==> src/rtl/rvfi_mem_shaper_pkg.sv <==
// Shared types and helpers for the RVFI memory-port fairness shaper.
package rvfi_mem_shaper_pkg;

    // Core-side protocol violation causes; only the first one is latched.
    typedef enum logic [1:0] {
        CAUSE_NONE    = 2'd0,
        CAUSE_DROP    = 2'd1,
        CAUSE_CHANGE  = 2'd2,
        CAUSE_BE_ZERO = 2'd3
    } viol_cause_e;

    // Width of a wait counter that counts 0..max-1; never narrower than 1 bit.
    function automatic int lat_cnt_w(input int max);
        return (max <= 2) ? 1 : $clog2(max);
    endfunction

    // Legal parameter set: every bound at least 1, data width a whole number of bytes.
    function automatic bit shaper_params_ok(input int gnt_lat, input int rsp_lat,
                                            input int max_out, input int data_w);
        return (gnt_lat >= 1) && (rsp_lat >= 1) && (max_out >= 1) &&
               (data_w >= 8) && (data_w % 8 == 0);
    endfunction

endpackage

==> src/rtl/rvfi_mem_lat_cnt.sv <==
// Saturating wait counter; expired_o marks the last allowed wait cycle.
module rvfi_mem_lat_cnt
    import rvfi_mem_shaper_pkg::*;
#(
    parameter int MAX = 3
) (
    input  logic clk_i,
    input  logic rst_ni,
    input  logic inc_i,
    input  logic clr_i,
    output logic expired_o
);
    localparam int CW = lat_cnt_w(MAX);
    localparam logic [CW-1:0] LAST = CW'(MAX - 1);

    logic [CW-1:0] cnt_q;

    // Clear wins over increment; the count sticks at LAST so the bound stays asserted.
    always_ff @(posedge clk_i) begin
        if (!rst_ni || clr_i) begin
            cnt_q <= '0;
        end else if (inc_i && (cnt_q != LAST)) begin
            cnt_q <= cnt_q + 1'b1;
        end
    end

    assign expired_o = (cnt_q == LAST);

endmodule

==> src/rtl/rvfi_mem_fairness_shaper.sv <==
// Turns free-running random gnt/rvalid proposals into a bounded-latency
// OBI-style response for one core memory port and flags core protocol errors.
module rvfi_mem_fairness_shaper
    import rvfi_mem_shaper_pkg::*;
#(
    parameter int MAX_GNT_LAT     = 3,
    parameter int MAX_RSP_LAT     = 3,
    parameter int MAX_OUTSTANDING = 2,
    parameter int ALLOW_ERR       = 0,
    parameter int DATA_W          = 32,
    parameter int ADDR_W          = 32,
    parameter int BE_W            = DATA_W / 8,
    parameter int OUT_W           = $clog2(MAX_OUTSTANDING + 1)
) (
    input  logic              clk_i,
    input  logic              rst_ni,
    input  logic              req_i,
    input  logic [ADDR_W-1:0] addr_i,
    input  logic              we_i,
    input  logic [BE_W-1:0]   be_i,
    input  logic [DATA_W-1:0] wdata_i,
    input  logic              rnd_gnt_i,
    input  logic              rnd_rvalid_i,
    input  logic              rnd_err_i,
    input  logic [DATA_W-1:0] rnd_rdata_i,
    output logic              gnt_o,
    output logic              rvalid_o,
    output logic [DATA_W-1:0] rdata_o,
    output logic              err_o,
    output logic [OUT_W-1:0]  outstanding_o,
    output logic              gnt_forced_o,
    output logic              rsp_forced_o,
    output logic              violation_o,
    output logic [1:0]        violation_cause_o
);
    if (!shaper_params_ok(MAX_GNT_LAT, MAX_RSP_LAT, MAX_OUTSTANDING, DATA_W)) begin : g_bad_params
        $error("rvfi_mem_fairness_shaper: illegal parameter set");
    end

    localparam logic [OUT_W-1:0] MAX_OUT = OUT_W'(MAX_OUTSTANDING);
    localparam logic             ERR_EN  = (ALLOW_ERR != 0);

    logic [OUT_W-1:0]  outstanding_q;
    logic              gnt_exp, rsp_exp;
    logic              can_gnt, busy, gnt, rvalid;

    logic              cap_vld_q, cap_we_q;
    logic [ADDR_W-1:0] cap_addr_q;
    logic [BE_W-1:0]   cap_be_q;
    logic [DATA_W-1:0] cap_wdata_q;
    logic              viol_q;
    viol_cause_e       cause_q, cause_now;
    logic              changed;

    // Grant/response decisions; reset masks everything so nothing leaks while held.
    assign can_gnt = (outstanding_q < MAX_OUT);
    assign busy    = (outstanding_q != '0);
    assign gnt     = rst_ni & req_i & can_gnt & (rnd_gnt_i | gnt_exp);
    assign rvalid  = rst_ni & busy & (rnd_rvalid_i | rsp_exp);

    assign gnt_o             = gnt;
    assign gnt_forced_o      = gnt & ~rnd_gnt_i;
    assign rvalid_o          = rvalid;
    assign rsp_forced_o      = rvalid & ~rnd_rvalid_i;
    assign rdata_o           = rvalid ? rnd_rdata_i : '0;
    assign err_o             = rvalid & ERR_EN & rnd_err_i;
    assign outstanding_o     = outstanding_q;
    assign violation_o       = viol_q;
    assign violation_cause_o = cause_q;

    // Grant wait only advances while capacity exists, so a full pipe stalls the bound.
    rvfi_mem_lat_cnt #(.MAX(MAX_GNT_LAT)) u_gnt_cnt (
        .clk_i     (clk_i),
        .rst_ni    (rst_ni),
        .inc_i     (req_i & ~gnt & can_gnt),
        .clr_i     (gnt | ~req_i),
        .expired_o (gnt_exp)
    );

    // Response wait tracks the oldest outstanding request.
    rvfi_mem_lat_cnt #(.MAX(MAX_RSP_LAT)) u_rsp_cnt (
        .clk_i     (clk_i),
        .rst_ni    (rst_ni),
        .inc_i     (busy & ~rvalid),
        .clr_i     (rvalid | ~busy),
        .expired_o (rsp_exp)
    );

    // Outstanding count; gnt needs capacity and rvalid needs busy, so it stays in range.
    always_ff @(posedge clk_i) begin
        if (!rst_ni) begin
            outstanding_q <= '0;
        end else begin
            outstanding_q <= outstanding_q + OUT_W'(gnt) - OUT_W'(rvalid);
        end
    end

    // Classify this cycle's violation against the request captured last cycle.
    always_comb begin
        changed = (addr_i != cap_addr_q) || (we_i != cap_we_q) || (be_i != cap_be_q) ||
                  (we_i && (wdata_i != cap_wdata_q));
        cause_now = CAUSE_NONE;
        if (cap_vld_q && !req_i) begin
            cause_now = CAUSE_DROP;
        end else if (cap_vld_q && changed) begin
            cause_now = CAUSE_CHANGE;
        end else if (req_i && (be_i == '0)) begin
            cause_now = CAUSE_BE_ZERO;
        end
    end

    // Capture ungranted requests and latch the first violation until reset.
    always_ff @(posedge clk_i) begin
        if (!rst_ni) begin
            cap_vld_q   <= 1'b0;
            cap_addr_q  <= '0;
            cap_we_q    <= 1'b0;
            cap_be_q    <= '0;
            cap_wdata_q <= '0;
            viol_q      <= 1'b0;
            cause_q     <= CAUSE_NONE;
        end else begin
            cap_vld_q <= req_i & ~gnt;
            if (req_i && !gnt) begin
                cap_addr_q  <= addr_i;
                cap_we_q    <= we_i;
                cap_be_q    <= be_i;
                cap_wdata_q <= wdata_i;
            end
            if (!viol_q && (cause_now != CAUSE_NONE)) begin
                viol_q  <= 1'b1;
                cause_q <= cause_now;
            end
        end
    end

endmodule

==> config.mk <==
export PLATFORM = sky130hd
export DESIGN_NAME = rvfi_mem_fairness_shaper
export DESIGN_NICKNAME = d
export VERILOG_FILES = /design/src/rtl/rvfi_mem_shaper_pkg.sv /design/src/rtl/rvfi_mem_lat_cnt.sv /design/src/rtl/rvfi_mem_fairness_shaper.sv
export SDC_FILE = /design/constraint.sdc
export NUM_CORES = 1
export LEC_CHECK = 0
export BUFFER_PORTS_ARGS = -buffer_cell sky130_fd_sc_hd__buf_4
export CORE_MARGIN = 2
export CORE_UTILIZATION = 54
export DETAILED_ROUTE_END_ITERATION = 10
export PLACE_DENSITY_LB_ADDON = 0.15
export SKIP_CTS_REPAIR_TIMING = 1
export SLEW_MARGIN = 40
export SYNTH_ARGS = -nofsm -noshare
export SYNTH_HDL_FRONTEND = slang
export SYNTH_SLANG_ARGS = --single-unit
==> constraint.sdc <==
create_clock -name clk_i -period 4.7 [get_ports clk_i]
set_input_delay 0.47 -clock clk_i [delete_from_list [all_inputs] [get_ports clk_i]]
set_output_delay 0.47 -clock clk_i [all_outputs]
set_load 0.02 [all_outputs]
After elaboration in Yosys (flattened, before gate mapping) --
Cells that the tools add are included.
Cells by class: $add $sub $neg 4, magnitude comparators 1, eq/ne operators 8, muxes and demuxes 4, bitwise operators 20, reductions and logical operators 20
Operator list (count):
- $ne A32 B32 Y1 | 2
- $mux W32 | 1
- $and A1 B1 Y1 | 10
- $logic_and A1 B1 Y1 | 8
- $mux W2 | 3
- $not A1 Y1 | 6
- $logic_or A1 B1 Y1 | 5
- $add A2 B1 Y2 const B | 2
- $eq A2 B2 Y1 const B | 2
- $logic_not A1 Y1 | 4
- $logic_not A4 Y1 | 1
- $ne A2 B2 Y1 const B | 2
- $ne A4 B4 Y1 | 1
- $or A1 B1 Y1 | 4
- $reduce_bool A2 Y1 | 2
- $add A2 B1 Y2 | 1
- $lt A2 B2 Y1 const B | 1
- $sub A2 B1 Y2 | 1
- $ne A1 B1 Y1 | 1
Storage, ports and cells: bits in registers 79, input port bits 107

Depth between registers and ports, before layout --
depth after elaboration 9, gate-level depth with buffers 11, depth with buffers taken out 10

Hierarchy --
From an unflattened synthesis, not the netlist that was laid out.
Unflattened totals: cells, all modules 491, area, all modules 4111.4 µm²
By module, submodules not included:
- rvfi_mem_fairness_shaper | times used 1, cells each 471, area an instance 3896.2 µm², sequential area each 1501.4 µm²
- rvfi_mem_lat_cnt | times used 2, cells each 10, area an instance 107.6 µm², sequential area each 40.0 µm²

Worst setup path before layout --
No wires, ideal clock.
path type register -> register, start point register outstanding_q[1], in the netlist outstanding_o[1], end point register outstanding_q[1], in the netlist outstanding_o[1], arrival time 2063 ps, slack 2522 ps, stages on the path, launching flop included 10, buffers on the path 1, path through dfxtp_1 > o21ai_0 > nor2_1 > clkbuf_1 > ha_1 > inv_1 > ha_1 > xnor2_1 > xnor2_1 > and2_1
RTL lines:
- start: declaration | line rvfi_mem_fairness_shaper.sv:43 | logic [OUT_W-1:0] outstanding_q;
- start signal: assignment | line rvfi_mem_fairness_shaper.sv:94 | outstanding_q <= outstanding_q + OUT_W'(gnt) - OUT_W'(rvalid);
- $reduce_bool A2 Y1 | line rvfi_mem_fairness_shaper.sv:57 | assign busy = (outstanding_q != '0);
- $and A1 B1 Y1 (2 in series) | line rvfi_mem_fairness_shaper.sv:59 | assign rvalid = rst_ni & busy & (rnd_rvalid_i | rsp_exp);
- via rvalid_o | line rvfi_mem_fairness_shaper.sv:27 | output logic rvalid_o,
- $sub A2 B1 Y2 | line rvfi_mem_fairness_shaper.sv:94
The timed path passes the listed nets, and every way through them passes these cells. A chain may end at the register's enable or synchronous reset.

Worst setup path in the final report --
start point input rst_ni, end point output rdata_o[19]
Between the ends: longest elaborated chain between the ends 3
Ends and longest elaborated chain:
- start: declaration | line rvfi_mem_fairness_shaper.sv:16 | input logic rst_ni,
- $and A1 B1 Y1 (2 in series) | line rvfi_mem_fairness_shaper.sv:59
- $mux W32 | line rvfi_mem_fairness_shaper.sv:65 | assign rdata_o = rvalid ? rnd_rdata_i : '0;
- end: declaration | line rvfi_mem_fairness_shaper.sv:28 | output logic [DATA_W-1:0] rdata_o,
Every way passes these cells.

==> Implementation_results.wiki <==
{| class="wikitable"
! Metric !! Value
|-
| Outcome || finished, final reports clean
|-
| Top cells by area in the synthesized netlist || sky130_fd_sc_hd__dfxtp_1, sky130_fd_sc_hd__xor2_1, sky130_fd_sc_hd__nand2_1
|-
| Number of primary I/O pins || 149
|-
| First-pass GRT wire length || roughly 16000 microns
|-
| Data arrival time at the worst-slack endpoint || 2.11 ns
|-
| Number of sinks on the clock net || 79
|-
| Worst-path clk slew || 0.08 ns
|-
| Mean instance size in the synthesized netlist || 8.33 sq um
|-
| Tightest Hold Check Type || in2reg
|-
| Dominant cell type by area after synthesis || sky130_fd_sc_hd__dfxtp_1
|-
| Clock Path Buffers || 2
|-
| Starting density of the core || between 50% and 60%
|-
| Insertion delay to the later sink of the worst-skew pair || around 0.34 ns
|-
| Seq/Total Area, Yosys || 38.7%
|-
| Via count of the first global-routing pass || approximately 3400
|-
| Slowest CP cell || sky130_fd_sc_hd__buf_4
|-
| Die Ht || between 90 and 100 microns
|-
| Root Buffer || sky130_fd_sc_hd__clkbuf_8
|-
| Final hold viol count || 0
|-
| Max-capacitance violation count || 0
|-
| Fraction of post-synthesis cell area in the top cell type by area || 38.7%
|-
| Number of buffer and inverter instances along the worst setup path || 3
|-
| Commonest cells in the synthesized netlist || sky130_fd_sc_hd__nand2_1, sky130_fd_sc_hd__dfxtp_1, sky130_fd_sc_hd__a21boi_1
|-
| Number of filler cells placed in the layout || between 600 and 700
|-
| Clock Skews || 0.0127 ns
|-
| Routed vias || 3577
|-
| Antenna viol nets, final || 0
|-
| Final Net Count || 733
|-
| Total area of multi-input combinational cells || 2290 sq um
|-
| Count of standard-cell rows || 31
|-
| Crit-path most repeated cell || sky130_fd_sc_hd__buf_4
|-
| Critical path endpoint category || primary output
|-
| Pin count of the biggest net entering global routing || 78
|-
| First-iteration detailed-routing DRC count || about 150
|-
| 1st-pass router iterations || 4
|-
| Number of warnings issued by yosys || 0
|-
| FF+latch count, synth || between 70 and 80
|-
| Most common cell in the netlist || sky130_fd_sc_hd__nand2_1
|-
| GRT Residual Overflow || 0
|-
| Static leakage || between 2 and 3 nW
|-
| Vias per inst || 4.93
|-
| Number of H-tree levels || 3
|-
| Number of flops mapped to enable cells by yosys || 0
|-
| Detail-routed net length per standard cell || 13.3 microns
|-
| Setup TNS || 0 ns
|-
| Type of the worst setup path || in2out
|-
| Number of buffer cells added on primary ports || 146
|-
| Area of the die || just over 8000 sq um
|-
| Async S/R FF share, synth || 0%
|-
| Unique masters post-synth || 33
|-
| Transition time at the pin with the least slew margin || 0.727 ns
|-
| Floorplan Core Area || 7290 sq um
|-
| CTS tree || done
|-
| Combined area of all synthesized cells || 4090 sq um
|-
| Peak supply drop || 0.201 mV
|-
| Startpoint type of the worst setup path || input port
|-
| Critical path cell sequence || buf_4 -> o21ai_0 -> nor2_1 -> buf_4 -> and2_1 -> buf_4
|-
| Number of remaining DRC errors || 0
|-
| GPL Wtd Cong || roughly 0.79
|-
| Total routed wirelength || between 9000 and 10000 microns
|-
| Count of antenna diodes in the layout || 0
|-
| DIE WIDTH || just over 90 microns
|-
| Antenna violations before repair || 0
|-
| Period utilisation layout || 54.8%
|-
| Worst slack on hold paths || 0.377 ns
|-
| Data required time of the critical path || roughly 4.2 ns
|-
| Largest fanout on the critical path || 77
|-
| Final setup vio count || 0
|-
| Power per standard cell area || 309 nW/um^2
|-
| Number of buffers inserted during clock tree synthesis || 9
|-
| Number of max-slew violations in the final report || 0
|-
| Synth Instances || between 400 and 500
|-
| Net count after synthesis || 602
|-
| Combined flip-flop and latch cell area || 1580 sq um
|-
| Time the final worst path needs with I/O delays and setup || about 2.6 ns
|-
| All-Layer GR Usage || between 20% and 30%
|-
| Layout Area Growth over Synthesis || 31.3%
|-
| Maximum single-stage delay on the critical path || 0.51 ns
|-
| Unrepaired setup endpoints after global routing || false
|-
| Max frequency || ~0.39 GHz
|-
| Kind of cell with the highest combined delay on the critical path || buffers and inverters
|-
| Slew headroom || 51.5%
|-
| Most frequently used flop master after synthesis || sky130_fd_sc_hd__dfxtp_1
|-
| Final Power || 0.00166 W
|-
| Layout cell share with drive strength beyond 1 || 26.3%
|-
| Detailed Place HPWL || around 6800 microns
|}
## kinds of logic (layout without fill, tap and decap cells)
kind of cell,Yosys count,count (layout),synth area share [%]
AO/OA/AOI/OAI,80,80,14.5
XOR/XNOR,72,72,15.4
adder cells (fa/ha/maj),4,4,1.22
buffers and inverters,34,170,5.30
flip-flops,79,79,38.7
multiplexers,1,1,0.245
other,1,1,0.0917
AND/OR/NAND/NOR,220,220,24.5
## report_power, final
group / switching, W / total (W) / internal (W)
clock: 0.000235 / 0.000604 / 0.000369
combinational: 0.000156 / 0.000312 / 0.000156
sequential: 0.0000290 / 0.000742 / 0.000713
total: 0.000420 / 0.00166 / 0.00124
## routing by layer
metal | global-route usage, % | share of wire [%] | up-vias
met4 | 8.21 | 1.0 | 0
met2 | 39.8 | 50 | 69
met1 | 29.2 | 44 | 1646
met3 | 4.15 | 4.0 | 8
met5 | 0 | 0 | -
li1 | - | - | 1854
## final cells by class
| type | instances | area share, % |
|---|---|---|
| clock inverter | 3 | 1.68 |
| timing repair buffer | 148 | 20.7 |
| multi-input combinational | 378 | 42.7 |
| inverter | 6 | 0.419 |
| tap | 99 | 2.31 |
| clock buffer | 13 | 2.77 |
| sequential | 79 | 29.5 |
## cells in the final DEF (no fill, tap or decap), types with 2 or more instances in the layout
cell,instances
sky130_fd_sc_hd__a21boi_1,69
sky130_fd_sc_hd__a21oi_1,2
sky130_fd_sc_hd__and2_1,34
sky130_fd_sc_hd__buf_4,148
sky130_fd_sc_hd__bufinv_16,3
sky130_fd_sc_hd__clkbuf_1,3
sky130_fd_sc_hd__clkbuf_8,10
sky130_fd_sc_hd__dfxtp_1,79
sky130_fd_sc_hd__ha_1,4
sky130_fd_sc_hd__inv_1,6
sky130_fd_sc_hd__nand2_1,141
sky130_fd_sc_hd__nand2b_1,2
sky130_fd_sc_hd__nand4_1,4
sky130_fd_sc_hd__nor2_1,10
sky130_fd_sc_hd__nor3_1,3
sky130_fd_sc_hd__nor4_1,19
sky130_fd_sc_hd__o21ai_0,3
sky130_fd_sc_hd__xnor2_1,5
sky130_fd_sc_hd__xor2_1,67
## metrics by stage
stage / area [sq um] / std cells / setup slack, ns / utilization (%)
detailed placement: 5130 / 710 / 1.99 / 70.4
CTS: 5370 / 726 / 2.11 / 73.6
finish: 5370 / 726 / 2.12 / 73.6
global placement: 5130 / 710 / 2.08 / 70.4
global route: 5370 / 726 / 1.87 / 73.6
floorplan: 4090 / 491 / 2.52 / -
## sequential cells by signal, indices dropped and copies added (netlist names)
register / flops
cap_be_q: 4
violation_cause_o: 2
violation_o: 1
cap_addr_q: 32
outstanding_o: 2
cap_wdata_q: 32
u_rsp_cnt.cnt_q: 2
cap_vld_q: 1
cap_we_q: 1
u_gnt_cnt.cnt_q: 2
## worst paths after layout
path	from	endpoint	cells after the start	slack [ns]
worst max-delay path	rst_ni	rdata_o[19]	6	2.12
worst min-delay path	addr_i[17]	cap_addr_q[17]$_SDFFE_PN0P_	3	0.38
worst max register to register	outstanding_o[1]$_SDFF_PN0_	outstanding_o[1]$_SDFF_PN0_	9	2.68
worst min register to register	u_rsp_cnt.cnt_q[0]$_SDFFE_PP0P_	u_rsp_cnt.cnt_q[0]$_SDFFE_PP0P_	1	0.41
## worst register-to-register path, stage by stage (launching register included)
cell                      delay, ns
sky130_fd_sc_hd__dfxtp_1       0.37
sky130_fd_sc_hd__o21ai_0       0.33
sky130_fd_sc_hd__nor2_1        0.07
sky130_fd_sc_hd__buf_4         0.22
sky130_fd_sc_hd__ha_1          0.31
sky130_fd_sc_hd__inv_1         0.04
sky130_fd_sc_hd__ha_1          0.17
sky130_fd_sc_hd__xnor2_1       0.13
sky130_fd_sc_hd__xnor2_1       0.12
sky130_fd_sc_hd__and2_1        0.15
No activity file was read; power rests on OpenSTA's default activity.
